===== src/rtl/alu_pipe.sv =====
// alu_pipe: two-stage WIDTH-bit ALU with valid/ready on both sides; 2-cycle latency, full-throughput
// backpressure (in_ready falls combinationally from out_ready); ALU_PIPE_SAT_EN enables saturating ADD/SUB/NEGA.
module alu_pipe #(
  parameter int WIDTH = 16
) (
  input  logic             clk,
  input  logic             reset,
  input  logic             in_valid,
  output logic             in_ready,
  input  logic [2:0]       in_op,
  input  logic [WIDTH-1:0] in_a,
  input  logic [WIDTH-1:0] in_b,
  output logic             out_valid,
  input  logic             out_ready,
  output logic [WIDTH-1:0] out_result,
  output logic             out_carry,
  output logic             out_ovf,
  output logic             out_zero
);

  localparam int MSB = WIDTH - 1;
  localparam logic [WIDTH-1:0] SMAX = {1'b0, {(WIDTH-1){1'b1}}};
  localparam logic [WIDTH-1:0] SMIN = {1'b1, {(WIDTH-1){1'b0}}};

  typedef enum logic [2:0] {
    OP_ADD   = 3'd0,
    OP_SUB   = 3'd1,
    OP_PASSA = 3'd2,
    OP_PASSB = 3'd3,
    OP_NEGA  = 3'd4,
    OP_AND   = 3'd5,
    OP_OR    = 3'd6,
    OP_XOR   = 3'd7
  } op_e;

  typedef struct packed {
    op_e              op;
    logic [WIDTH-1:0] a;
    logic [WIDTH-1:0] b;
  } s1_t;

  typedef struct packed {
    logic [WIDTH-1:0] result;
    logic             carry;
    logic             ovf;
    logic             zero;
  } res_t;

  s1_t  s1_dat;
  logic s1_valid;
  res_t s2_nxt;
  logic adv1;
  logic adv2;
  logic accept;

  assign adv2     = !out_valid || out_ready;
  assign adv1     = !s1_valid || adv2;
  assign in_ready = adv1 && !reset;
  assign accept   = in_valid && in_ready;

  logic [WIDTH:0]   sum;
  logic [WIDTH:0]   diff;
  logic [WIDTH-1:0] res;
  logic             carry;
  logic             ovf;
  logic             sat_hi;

  // Stage-2 datapath; sat_hi says which signed extreme the true result lies beyond.
  always_comb begin
    sum    = {1'b0, s1_dat.a} + {1'b0, s1_dat.b};
    diff   = {1'b0, s1_dat.a} - {1'b0, s1_dat.b};
    res    = '0;
    carry  = 1'b0;
    ovf    = 1'b0;
    sat_hi = 1'b0;
    s2_nxt = '0;
    case (s1_dat.op)
      OP_ADD: begin
        res    = sum[MSB:0];
        carry  = sum[WIDTH];
        ovf    = (s1_dat.a[MSB] == s1_dat.b[MSB]) && (sum[MSB] != s1_dat.a[MSB]);
        sat_hi = !s1_dat.a[MSB];
      end
      OP_SUB: begin
        res    = diff[MSB:0];
        carry  = diff[WIDTH];
        ovf    = (s1_dat.a[MSB] != s1_dat.b[MSB]) && (diff[MSB] != s1_dat.a[MSB]);
        sat_hi = !s1_dat.a[MSB];
      end
      OP_PASSA: res = s1_dat.a;
      OP_PASSB: res = s1_dat.b;
      OP_NEGA: begin
        res    = '0 - s1_dat.a;
        ovf    = (s1_dat.a == SMIN);
        sat_hi = 1'b1;
      end
      OP_AND:  res = s1_dat.a & s1_dat.b;
      OP_OR:   res = s1_dat.a | s1_dat.b;
      OP_XOR:  res = s1_dat.a ^ s1_dat.b;
      default: res = '0;
    endcase
    s2_nxt.result = res;
    s2_nxt.carry  = carry;
    s2_nxt.ovf    = ovf;
`ifdef ALU_PIPE_SAT_EN
    if (ovf) begin
      s2_nxt.result = sat_hi ? SMAX : SMIN;
    end
`endif
    s2_nxt.zero = (s2_nxt.result == '0);
  end

  always_ff @(posedge clk) begin
    if (reset) begin
      s1_valid   <= 1'b0;
      s1_dat     <= '0;
      out_valid  <= 1'b0;
      out_result <= '0;
      out_carry  <= 1'b0;
      out_ovf    <= 1'b0;
      out_zero   <= 1'b0;
    end else begin
      if (accept) begin
        s1_dat.op <= op_e'(in_op);
        s1_dat.a  <= in_a;
        s1_dat.b  <= in_b;
        s1_valid  <= 1'b1;
      end else if (adv1) begin
        s1_valid <= 1'b0;
      end
      // Output registers only move when the current beat is gone, keeping stalled data stable.
      if (adv2) begin
        out_valid  <= s1_valid;
        out_result <= s2_nxt.result;
        out_carry  <= s2_nxt.carry;
        out_ovf    <= s2_nxt.ovf;
        out_zero   <= s2_nxt.zero;
      end
    end
  end

endmodule


===== config.mk =====
export PLATFORM = sky130hd
export DESIGN_NAME = alu_pipe
export DESIGN_NICKNAME = d
export VERILOG_FILES = /design/src/rtl/alu_pipe.sv
export SDC_FILE = /design/constraint.sdc
export NUM_CORES = 1
export LEC_CHECK = 0
export ABC_CLOCK_PERIOD_IN_PS = 5000
export CAP_MARGIN = 20
export CELL_PAD_IN_SITES_DETAIL_PLACEMENT = 1
export CELL_PAD_IN_SITES_GLOBAL_PLACEMENT = 2
export CORE_UTILIZATION = 36
export DETAILED_ROUTE_END_ITERATION = 12
export PLACE_DENSITY = 0.95
export REMOVE_ABC_BUFFERS = 1
export SLEW_MARGIN = 20
export SYNTH_ARGS = -nofsm -noshare
export SYNTH_HDL_FRONTEND = slang
export SYNTH_SLANG_ARGS = --single-unit

===== constraint.sdc =====
create_clock -name clk -period 5 [get_ports clk]
set_clock_uncertainty 0.2 [all_clocks]
set_input_delay 1 -clock clk [delete_from_list [all_inputs] [get_ports clk]]
set_output_delay 1 -clock clk [all_outputs]
set_load 0.02 [all_outputs]

==> reports/qor.yml, run 1 <==
die_y_um: 121.8
crit_type: "input pin to output pin"
place_congestion: 0.8850
hold_class: "flop to flop"
yosysTopAreaCell: "dfxtp_1"
n_antenna_cell: 0
cp_common_cell: "clkdlybuf4s50_1"
grt_use_total: 0.2562
r2r_start: "s1_dat[16]"
crit_arrival_ns: 2.54
hold_slack_ns: 0.2587
numCtsBuffers: 5
drv_slew: 0
syn_area_mm2: 0.005170
critPathMaxStageDelay_ns: 0.62
slowest_stage: "clkdlybuf4s50_1"
synth-seq-cells: 56
wl_per_cell_um: 20.41
portBuffers: 59
crit_path_end_kind: "output pin"
yosysSeqAreaShare: 0.2168
worstReg2RegEnd: "out_carry"
crit_chain: "clkdlybuf4s50_1 > nor2b_1 > buf_4 > a21oi_1 > clkdlybuf4s50_1"
p_leak_nw: 2.303
max_freq_mhz: 267.3
vdd_drop_max_v: 0.0001487
setup_tns_ns: 0
postCtsSetupRepairBufs: 0
pin_count: 60
area.growth.synth_to_final_pct: 17.23
synth_top_area_frac: 0.2168
start_kind: "input pin"
layout_common_cells: "nor2_1 (59), nand2_1 (59), clkdlybuf4s50_1 (58), dfxtp_1 (56), inv_1 (51)"
cts_tree: "done"
dieArea_mm2: 0.01484
ys.flop_type: "dfxtp_1"
reg2regPathDepth: 12
postCtsResizedCells: 0
period_share: 0.7483
htree_levels: 2
yosys_warnings: 0
crit_end: "in_ready"
ant_nets: 0
pwr_density_cell_mw_per_mm2: 265.4
die_x_um: 121.8
cap_viol_max_count: 0
grt_first_pass_wirelength_um: 29230
rows: 43
cts-root-buf: "clkbuf_16"
synth_area_per_cell_um2: 7.569
route.vias.total: 5433
synth_async_sr_flop_share: 0
grt_start_max_net_pins: 56
drive_gt1_frac: 0.06267
min_period_ns: 3.742
status: "finished, final reports clean"
crit_path_start: "out_ready"
fillers: 1713
timing.slew.headroom: 0.4029
core_mm2: 0.01393
drtIter0Drc: 403
synth_edf_count: 0
reg2reg_slack_ns: 1.27
postCtsHoldBufs: 0
rsz0062_at_grt: "no"
clkSlewWorstSetupHoldPaths_ns: 0.07
cts.sinks: 56
start_util: 0.3710
avgViaCountPerCell: 6.050
hold_violations: 0
final_nets: 807
clkLatencyLatePin_ns: 0.31
ys_types: 72
clk_path_buf_depth: 2
synthTopCellsByArea: "dfxtp_1 (22%), ha_1 (12%), o31ai_1 (5.5%), nand2_1 (4.3%), nor2_1 (4.3%)"
finalSetupViolCount: 0
detail_route.wirelength_um: 18330
crit_fanout: 21
grt-ovfl-total: 0
hpwl_um: 13880
grt_pass1_vias: 5266
worst_slew_pin_slew_ns: 0.8938
synth_cells: 683
first_pass_iters: 5
antenna_found_initial: 0
drc: 0
worstPathRequired_ns: 3.80
==> where the power goes <==
part / total, mW / switching, mW / internal (mW)
clock: 0.369 / 0.182 / 0.187
sequential: 0.537 / 0.0479 / 0.490
combinational: 0.702 / 0.420 / 0.281
total: 1.61 / 0.650 / 0.958
==> worst min-delay path by stage <==
stage / startpoint / to / slack [ns] / depth (start not counted)
5_1_grt: out_result[14] / out_result[14] / 0.28 / 2
4_1_cts: out_result[14] / out_result[14] / 0.26 / 2
3_3_place_gp: out_result[14] / out_result[14] / 0.24 / 2
6_report: out_result[14] / out_result[14] / 0.26 / 2
3_5_place_dp: out_result[14] / out_result[14] / 0.25 / 2
2_1_floorplan: s1_valid / out_valid / 0.26 / 2
==> cell usage after synthesis (3+ instances only) <==
master and n:
or3_1 6, a221oi_1 5, nand4_1 6, nand3_1 16, o21ai_0 31, and2_1 5, xnor2_1 10, nor4_1 7
nor3_1 24, o22ai_1 9, a211o_1 3, o221a_2 5, o31ai_1 38, ha_1 49, o31a_1 5, nor2_1 59
a21o_1 6, a31oi_1 8, buf_2 8, nand3b_1 3, o21bai_1 3, clkbuf_1 38, o221ai_1 4, o311ai_0 5
nor2b_1 9, o211ai_1 5, nand2_1 59, mux2i_1 19, and3_1 3, a21oi_1 40, o2bb2ai_1 5, o2111ai_1 4
dfxtp_1 56, a211oi_1 12, a311oi_1 3, inv_1 51, nand2b_1 10
==> metrics by stage <==
step / area (um2) / power [mW] / utilization / setup slack [ns] / instances
global route: 6061 / 1.712 / 0.4349 / 0.9781 / 898
detailed placement: 5912 / 1.234 / 0.4243 / 1.260 / 890
finish: 6061 / 1.608 / 0.4349 / 1.258 / 898
floorplan: 4980 / 0.9736 / - / 1.461 / 635
global placement: 5912 / 1.214 / 0.4243 / 1.289 / 890
CTS: 6061 / 1.614 / 0.4349 / 1.247 / 898
==> state kept, by name, indices dropped and copies added, names as in the netlist <==
register,count
out_result,16
out_zero,1
out_valid,1
out_carry,1
out_ovf,1
s1_dat,35
s1_valid,1
==> metal layers <==
metal / vias to the layer above / part of all wire / GRT usage
met2: 172 / 0.44 / 0.4015
met1: 2641 / 0.49 / 0.3618
li1: 2593 / - / -
met4: 0 / 0.021 / 0.08025
met5: - / 0 / 0
met3: 27 / 0.050 / 0.03230
==> worst max-delay path: cells and delay by family <==
kind | cells | cell delay, ns
AOI/OAI and AO/OA | 1 | 0.19
buffers and inverters | 3 | 1.29
and+or+nand+nor | 1 | 0.05
==> cells by family (layout without fill, tap and decap cells) <==
logic type / count (synthesis) / after routing / share of synthesized area
xor+xnor: 13 / 13 / 0.02348
mux: 22 / 22 / 0.04550
compound gates: 220 / 220 / 0.3013
fa+ha+maj: 51 / 51 / 0.1263
flops: 56 / 56 / 0.2168
simple gates: 222 / 222 / 0.2127
buf+inv: 99 / 134 / 0.07381
==> area by class of cell <==
cell class / count / area, um2 / share of cell area
well taps: 180 / 225.2 / 0.03716
inverters: 51 / 191.4 / 0.03159
clock buffers: 5 / 125.1 / 0.02064
repair buffers: 75 / 705.7 / 0.1164
clock inverters: 3 / 23.77 / 0.003922
multi-input cells: 528 / 3669 / 0.6053
flip-flops and latches: 56 / 1121 / 0.1850
Note: power is estimated with default switching activity, not from simulation.
==> run 2, diff against run 1 <==
- ABC_CLOCK_PERIOD_IN_PS: 5000 -> 3800
- CORE_UTILIZATION: 36 -> 33
- PLACE_DENSITY: 0.95 -> 0.91
- clock period: 5 -> 3.8 ns (I/O delays scaled with it)
==> run 2 against run 1 <==
Against the previous run: wire length increased by 4.2%; via count is 1.3% higher; largest power group unchanged; critical path depth grew 6; clock power up 34%; critical endpoint is now out_zero; final cell count is 5.2% higher; clock-buffer cell count is 2 higher; combinational power increased by 38%; register-to-register slack lost 1.1 ns; non-clock buffer count increased by 16; highest routed layer unchanged.
==> reports/qor.yml, run 2 (same netlist as run 1, synthesis figures left out) <==
drtIter0Drc: 444  # was 403
period_share: 0.9548
place_congestion: 0.9014  # was 0.8850
n_antenna_cell: 0  # unchanged
numCtsBuffers: 5  # unchanged
cts_tree: "done"  # unchanged
cts-root-buf: "clkbuf_16"  # unchanged
detail_route.wirelength_um: 19100  # was 18330 um
crit_fanout: 10  # was 21
crit_path_end_kind: "flop"  # was output pin
ant_nets: 0  # unchanged
wl_per_cell_um: 20.21  # was 20.41 um
rsz0062_at_grt: "no"  # unchanged
start_kind: "flop"  # was input pin
pin_count: 60  # unchanged
postCtsSetupRepairBufs: 0  # unchanged
hold_path_depth: 2  # unchanged
status: "finished, final reports clean"  # unchanged
grt_pass1_vias: 5516  # was 5266
worstPathRequired_ns: 3.84  # was 3.80 ns
clkLatencyLatePin_ns: 0.31  # about the same
hold_class: "flop to flop"  # unchanged
drive_gt1_frac: 0.08311  # was 0.06267
hpwl_um: 15060  # was 13880 um
min_period_ns: 3.628
r2r_start: "s1_dat[18]"  # was s1_dat[16]
reg2reg_slack_ns: 0.17  # was 1.27 ns
hold_violations: 0  # unchanged
setup_tns_ns: 0  # unchanged
clkSlewWorstSetupHoldPaths_ns: 0.07  # about the same
largest_register_ffs: 35  # unchanged
regMostFlops: "s1_dat"  # unchanged
first_pass_iters: 7  # was 5
drc: 0  # unchanged
fillers: 1870  # was 1713
antenna_found_initial: 0  # unchanged
postCtsHoldBufs: 0  # unchanged
core_mm2: 0.01526  # was 0.01393 mm2
die_x_um: 127.2  # was 121.8 um
cap_viol_max_count: 0  # unchanged
crit_type: "flop to flop"  # was input pin to output pin
timing.slew.headroom: 0.4334  # was 0.4029
route.vias.total: 5504  # was 5433
grt_start_max_net_pins: 37  # was 56
p_leak_nw: 2.391  # was 2.303 nW
max_freq_mhz: 275.6
final_area_mm2: 0.006251  # was 0.006061 mm2
start_util: 0.3388  # was 0.3710
worstReg2RegEnd: "out_zero"  # was out_carry
grt_use_total: 0.2434  # was 0.2562
worst_slew_pin_slew_ns: 0.8434  # was 0.8938 ns
hold_start: "out_result[3]"  # was out_result[14]
clk_path_buf_depth: 2  # unchanged
vdd_drop_max_v: 0.0001731  # was 0.0001487 V
drv_slew: 0  # unchanged
pwr_density_cell_mw_per_mm2: 346.1  # was 265.4 mW/mm2
grt_first_pass_wirelength_um: 30650  # was 29230 um
rows: 45  # was 43
placed_cell_area_mm2: 0.006096  # was 0.005912 mm2
finalSetupViolCount: 0  # unchanged
avgViaCountPerCell: 5.824  # was 6.050
grt-ovfl-total: 0  # unchanged
die_y_um: 127.2  # was 121.8 um
final_nets: 823  # was 807
crit_path_start: "s1_dat[18]"  # was out_ready
dieArea_mm2: 0.01617  # was 0.01484 mm2
layout_common_cells: "nor2_1 (59), nand2_1 (59), clkdlybuf4s50_1 (58), dfxtp_1 (56), inv_1 (51)"  # unchanged
cts.sinks: 56  # unchanged
htree_levels: 2  # unchanged
portBuffers: 59  # unchanged
area.growth.synth_to_final_pct: 20.91  # was 17.23%
reg_top3: "s1_dat: 35 flops, out_result: 16 flops"  # unchanged
reg2regPathDepth: 11  # was 12
holdPathEnd: "out_result[3]"  # was out_result[14]
crit_arrival_ns: 3.67  # was 2.54 ns
## run 2: cell types whose count changed in the layout (fill, tap and decap cells not counted)
cell / previous run / this run
buf_4: 16 / 30
buf_12: 0 / 2
a2111oi_1: 1 / 0
a2111oi_2: 0 / 1
clkbuf_1: 0 / 1
clkbuf_8: 0 / 1
clkinv_4: 1 / 0
clkinvlp_4: 2 / 1
## run 2: routing by layer
metal  up-vias  GRT usage  part of all wire
met2       186     0.3891              0.44
met3        28    0.02345             0.065
met4         0    0.08543             0.025
li1       2614          -                 -
met5         -          0                 0
met1      2676     0.3409              0.47
## run 2: final cells by class
class | count | area [um2] | area share
Timing Repair Buffer | 91 | 850.8 | 0.1361
Clock inverter | 1 | 7.507 | 0.001201
Inverter | 51 | 191.4 | 0.03062
Multi-Input combinational cell | 528 | 3674 | 0.5877
Clock buffer | 7 | 142.6 | 0.02282
Sequential cell | 56 | 1121 | 0.1793
Tap cell | 211 | 264.0 | 0.04223
## run 2: what timing repair did
action	4_1_cts	5_1_grt
gates resized for setup	0	1
hold endpoints to repair	0	0
setup endpoints to repair	0	1
## run 2: worst max path at each step
stage | end | slack [ns] | cells after the start
2_1_floorplan | s1_dat[0] | 0.50 | 4
3_3_place_gp | out_zero | 0.36 | 13
3_5_place_dp | out_zero | 0.23 | 11
4_1_cts | out_zero | 0.21 | 11
5_1_grt | out_zero | 0.01 | 11
6_report | out_zero | 0.17 | 11
## run 2: worst max-delay path, stage by stage, from the launching register on
cell and delay (ns):
dfxtp_1 0.55, inv_1 0.14, ha_1 0.44, nor4_1 0.34, a21oi_1 0.13, a311o_1 0.45, and2_1 0.21, a221oi_1 0.27
o21ai_0 0.25, nor4_2 0.30, nand4_1 0.13, o21ai_1 0.15
## run 2: report_power, final
part,internal [mW],switching [mW],total (mW)
sequential,0.644,0.0566,0.701
combinational,0.392,0.574,0.966
clock,0.264,0.233,0.496
total,1.30,0.863,2.16
## run 2: metrics by stage
stage / worst slack [ns] / hold WS [ns] / instances / total power, mW / util
floorplan: 0.5013 / 0.2636 / 635 / 1.281 / -
global placement: 0.3567 / 0.2375 / 937 / 1.642 / 0.3995
detailed placement: 0.2341 / 0.2527 / 937 / 1.661 / 0.3995
CTS: 0.2115 / 0.2680 / 945 / 2.168 / 0.4093
global route: 0.01133 / 0.2797 / 945 / 2.288 / 0.4097
finish: 0.1717 / 0.2649 / 945 / 2.164 / 0.4097
==> run 3, diff against run 2 <==
- CORE_MARGIN: not set -> 2
==> run 3 against run 2 <==
Against the previous run: setup slack lost 0.0051 ns; power shrank 1.4%; critical path type unchanged; clock power shrank 6.5%.
==> reports/qor.yml, run 3 (same netlist as run 1, synthesis figures left out) <==
start_util: 0.3388  # unchanged
antenna_found_initial: 0  # unchanged
die_y_um: 129.2  # was 127.2 um
rows: 45  # unchanged
n_antenna_cell: 0  # unchanged
route.vias.total: 5506  # was 5504
max_freq_mhz: 275.2  # was 275.6 MHz
hold_path_depth: 2  # unchanged
vdd_drop_max_v: 0.0001738  # was 0.0001731 V
r2r_start: "s1_dat[24]"  # was s1_dat[18]
htree_levels: 2  # unchanged
largest_register_ffs: 35  # unchanged
hpwl_um: 15070  # was 15060 um
regMostFlops: "s1_dat"  # unchanged
fillers: 1868  # was 1870
grt-ovfl-total: 0  # unchanged
hold_class: "flop to flop"  # unchanged
total_power_mw: 2.134  # was 2.164 mW
min_period_ns: 3.633  # was 3.628 ns
seqCellArea_mm2: 0.001121  # unchanged
core_mm2: 0.01526  # unchanged
postLayoutCoreUtil: 0.4040  # was 0.4097
reg2regPathDepth: 11  # unchanged
crit_path_end_kind: "flop"  # unchanged
holdPathEnd: "out_result[14]"  # was out_result[3]
numCtsBuffers: 5  # unchanged
clk_path_buf_depth: 2  # unchanged
worstReg2RegEnd: "out_result[15]"  # was out_zero
period_share: 0.9562  # was 0.9548
hold_start: "out_result[14]"  # was out_result[3]
portBuffers: 59  # unchanged
start_kind: "flop"  # unchanged
status: "finished, final reports clean"  # unchanged
grt_start_max_net_pins: 55  # was 37
first_pass_iters: 6  # was 7
multi_input_area_mm2: 0.003681  # was 0.003674 mm2
grt_use_total: 0.2412  # was 0.2434
crit_type: "flop to flop"  # unchanged
clkLatencyLatePin_ns: 0.31  # about the same
place_congestion: 0.9854  # was 0.9014
clkSlewWorstSetupHoldPaths_ns: 0.07  # about the same
postCtsSetupRepairBufs: 0  # unchanged
drtIter0Drc: 366  # was 444
drive_gt1_frac: 0.07438  # was 0.08311
timing.slew.headroom: 0.4878  # was 0.4334
avgViaCountPerCell: 5.876  # was 5.824
reg2reg_slack_ns: 0.17  # about the same
final_nets: 816  # was 823
grt_pass1_vias: 5553  # was 5516
wl_per_cell_um: 21.07  # was 20.21 um
drv_slew: 0  # unchanged
die_x_um: 129.2  # was 127.2 um
cts.sinks: 56  # unchanged
cts_tree: "done"  # unchanged
worst_slew_pin_slew_ns: 0.7625  # was 0.8434 ns
worstPathRequired_ns: 3.81  # was 3.84 ns
detail_route.wirelength_um: 19750  # was 19100 um
cap_viol_max_count: 0  # unchanged
pin_count: 60  # unchanged
drc: 0  # unchanged
p_leak_nw: 2.350  # was 2.391 nW
hold_slack_ns: 0.2531  # was 0.2649 ns
area.growth.synth_to_final_pct: 19.24  # was 20.91%
rsz0062_at_grt: "no"  # unchanged
crit_fanout: 9  # was 10
ant_nets: 0  # unchanged
grt_first_pass_wirelength_um: 31420  # was 30650 um
layout_common_cells: "nor2_1 (59), nand2_1 (59), clkdlybuf4s50_1 (58), dfxtp_1 (56), inv_1 (51)"  # unchanged
crit_arrival_ns: 3.64  # was 3.67 ns
finalSetupViolCount: 0  # unchanged
dieArea_mm2: 0.01668  # was 0.01617 mm2
pwr_density_cell_mw_per_mm2: 346.1  # about the same
cts-root-buf: "clkbuf_16"  # unchanged
hold_violations: 0  # unchanged
setup_tns_ns: 0  # unchanged
reg_top3: "s1_dat: 35 flops, out_result: 16 flops"  # unchanged
==> run 3: layer usage <==
metal,wire [um],vias up,global-route usage
met1,9330,2689,0.3381
li1,-,2595,-
met4,471,0,0.07609
met2,8600,193,0.3789
met5,0,-,0
met3,1344,29,0.03922
==> run 3: critical path: stages (launching register included) <==
cell,delay [ns]
dfxtp_1,0.57
inv_1,0.11
ha_1,0.49
nor2b_1,0.11
o311a_1,0.34
o31a_1,0.25
a2111oi_1,0.56
buf_4,0.23
o21ai_0,0.10
a21oi_1,0.19
o31ai_1,0.11
a311oi_1,0.30
==> run 3: how the worst max path moves through the flow <==
stage / start / to / slack (ns)
after floorplan: out_ready / s1_dat[0] / 0.50
after global placement: s1_dat[20] / out_zero / 0.12
after detailed placement: s1_dat[20] / out_zero / 0.12
after CTS: s1_dat[20] / out_zero / 0.09
after global routing: s1_dat[16] / out_zero / 0.009
final: s1_dat[24] / out_result[15] / 0.17
==> run 3: layout make-up <==
type                    instances  area share
flip-flops and latches         56      0.1819
multi-input cells             528      0.5971
clock buffers                   6     0.02091
repair buffers                 84      0.1254
inverters                      51     0.03105
clock inverters                 1   0.0008119
well taps                     211     0.04283
==> run 3: timing repair <==
item | in CTS | in global routing
hold buffers | 0 | 0
endpoints found under the hold margin | 0 | 0
setup endpoints to repair | 0 | 1
resized for setup | 0 | 3
==> run 3: per-stage QoR <==
step	instances	worst slack (ns)	cell area (um2)
floorplan	635	0.5013	4980
global placement	930	0.1162	6018
detailed placement	930	0.1224	6018
CTS	937	0.09059	6152
global route	937	0.008597	6165
finish	937	0.1666	6165
==> run 3: power by group <==
group	switching [mW]	total, mW	internal [mW]
Combinational	0.575	0.964	0.389
Clock	0.223	0.464	0.241
Sequential	0.0617	0.706	0.644
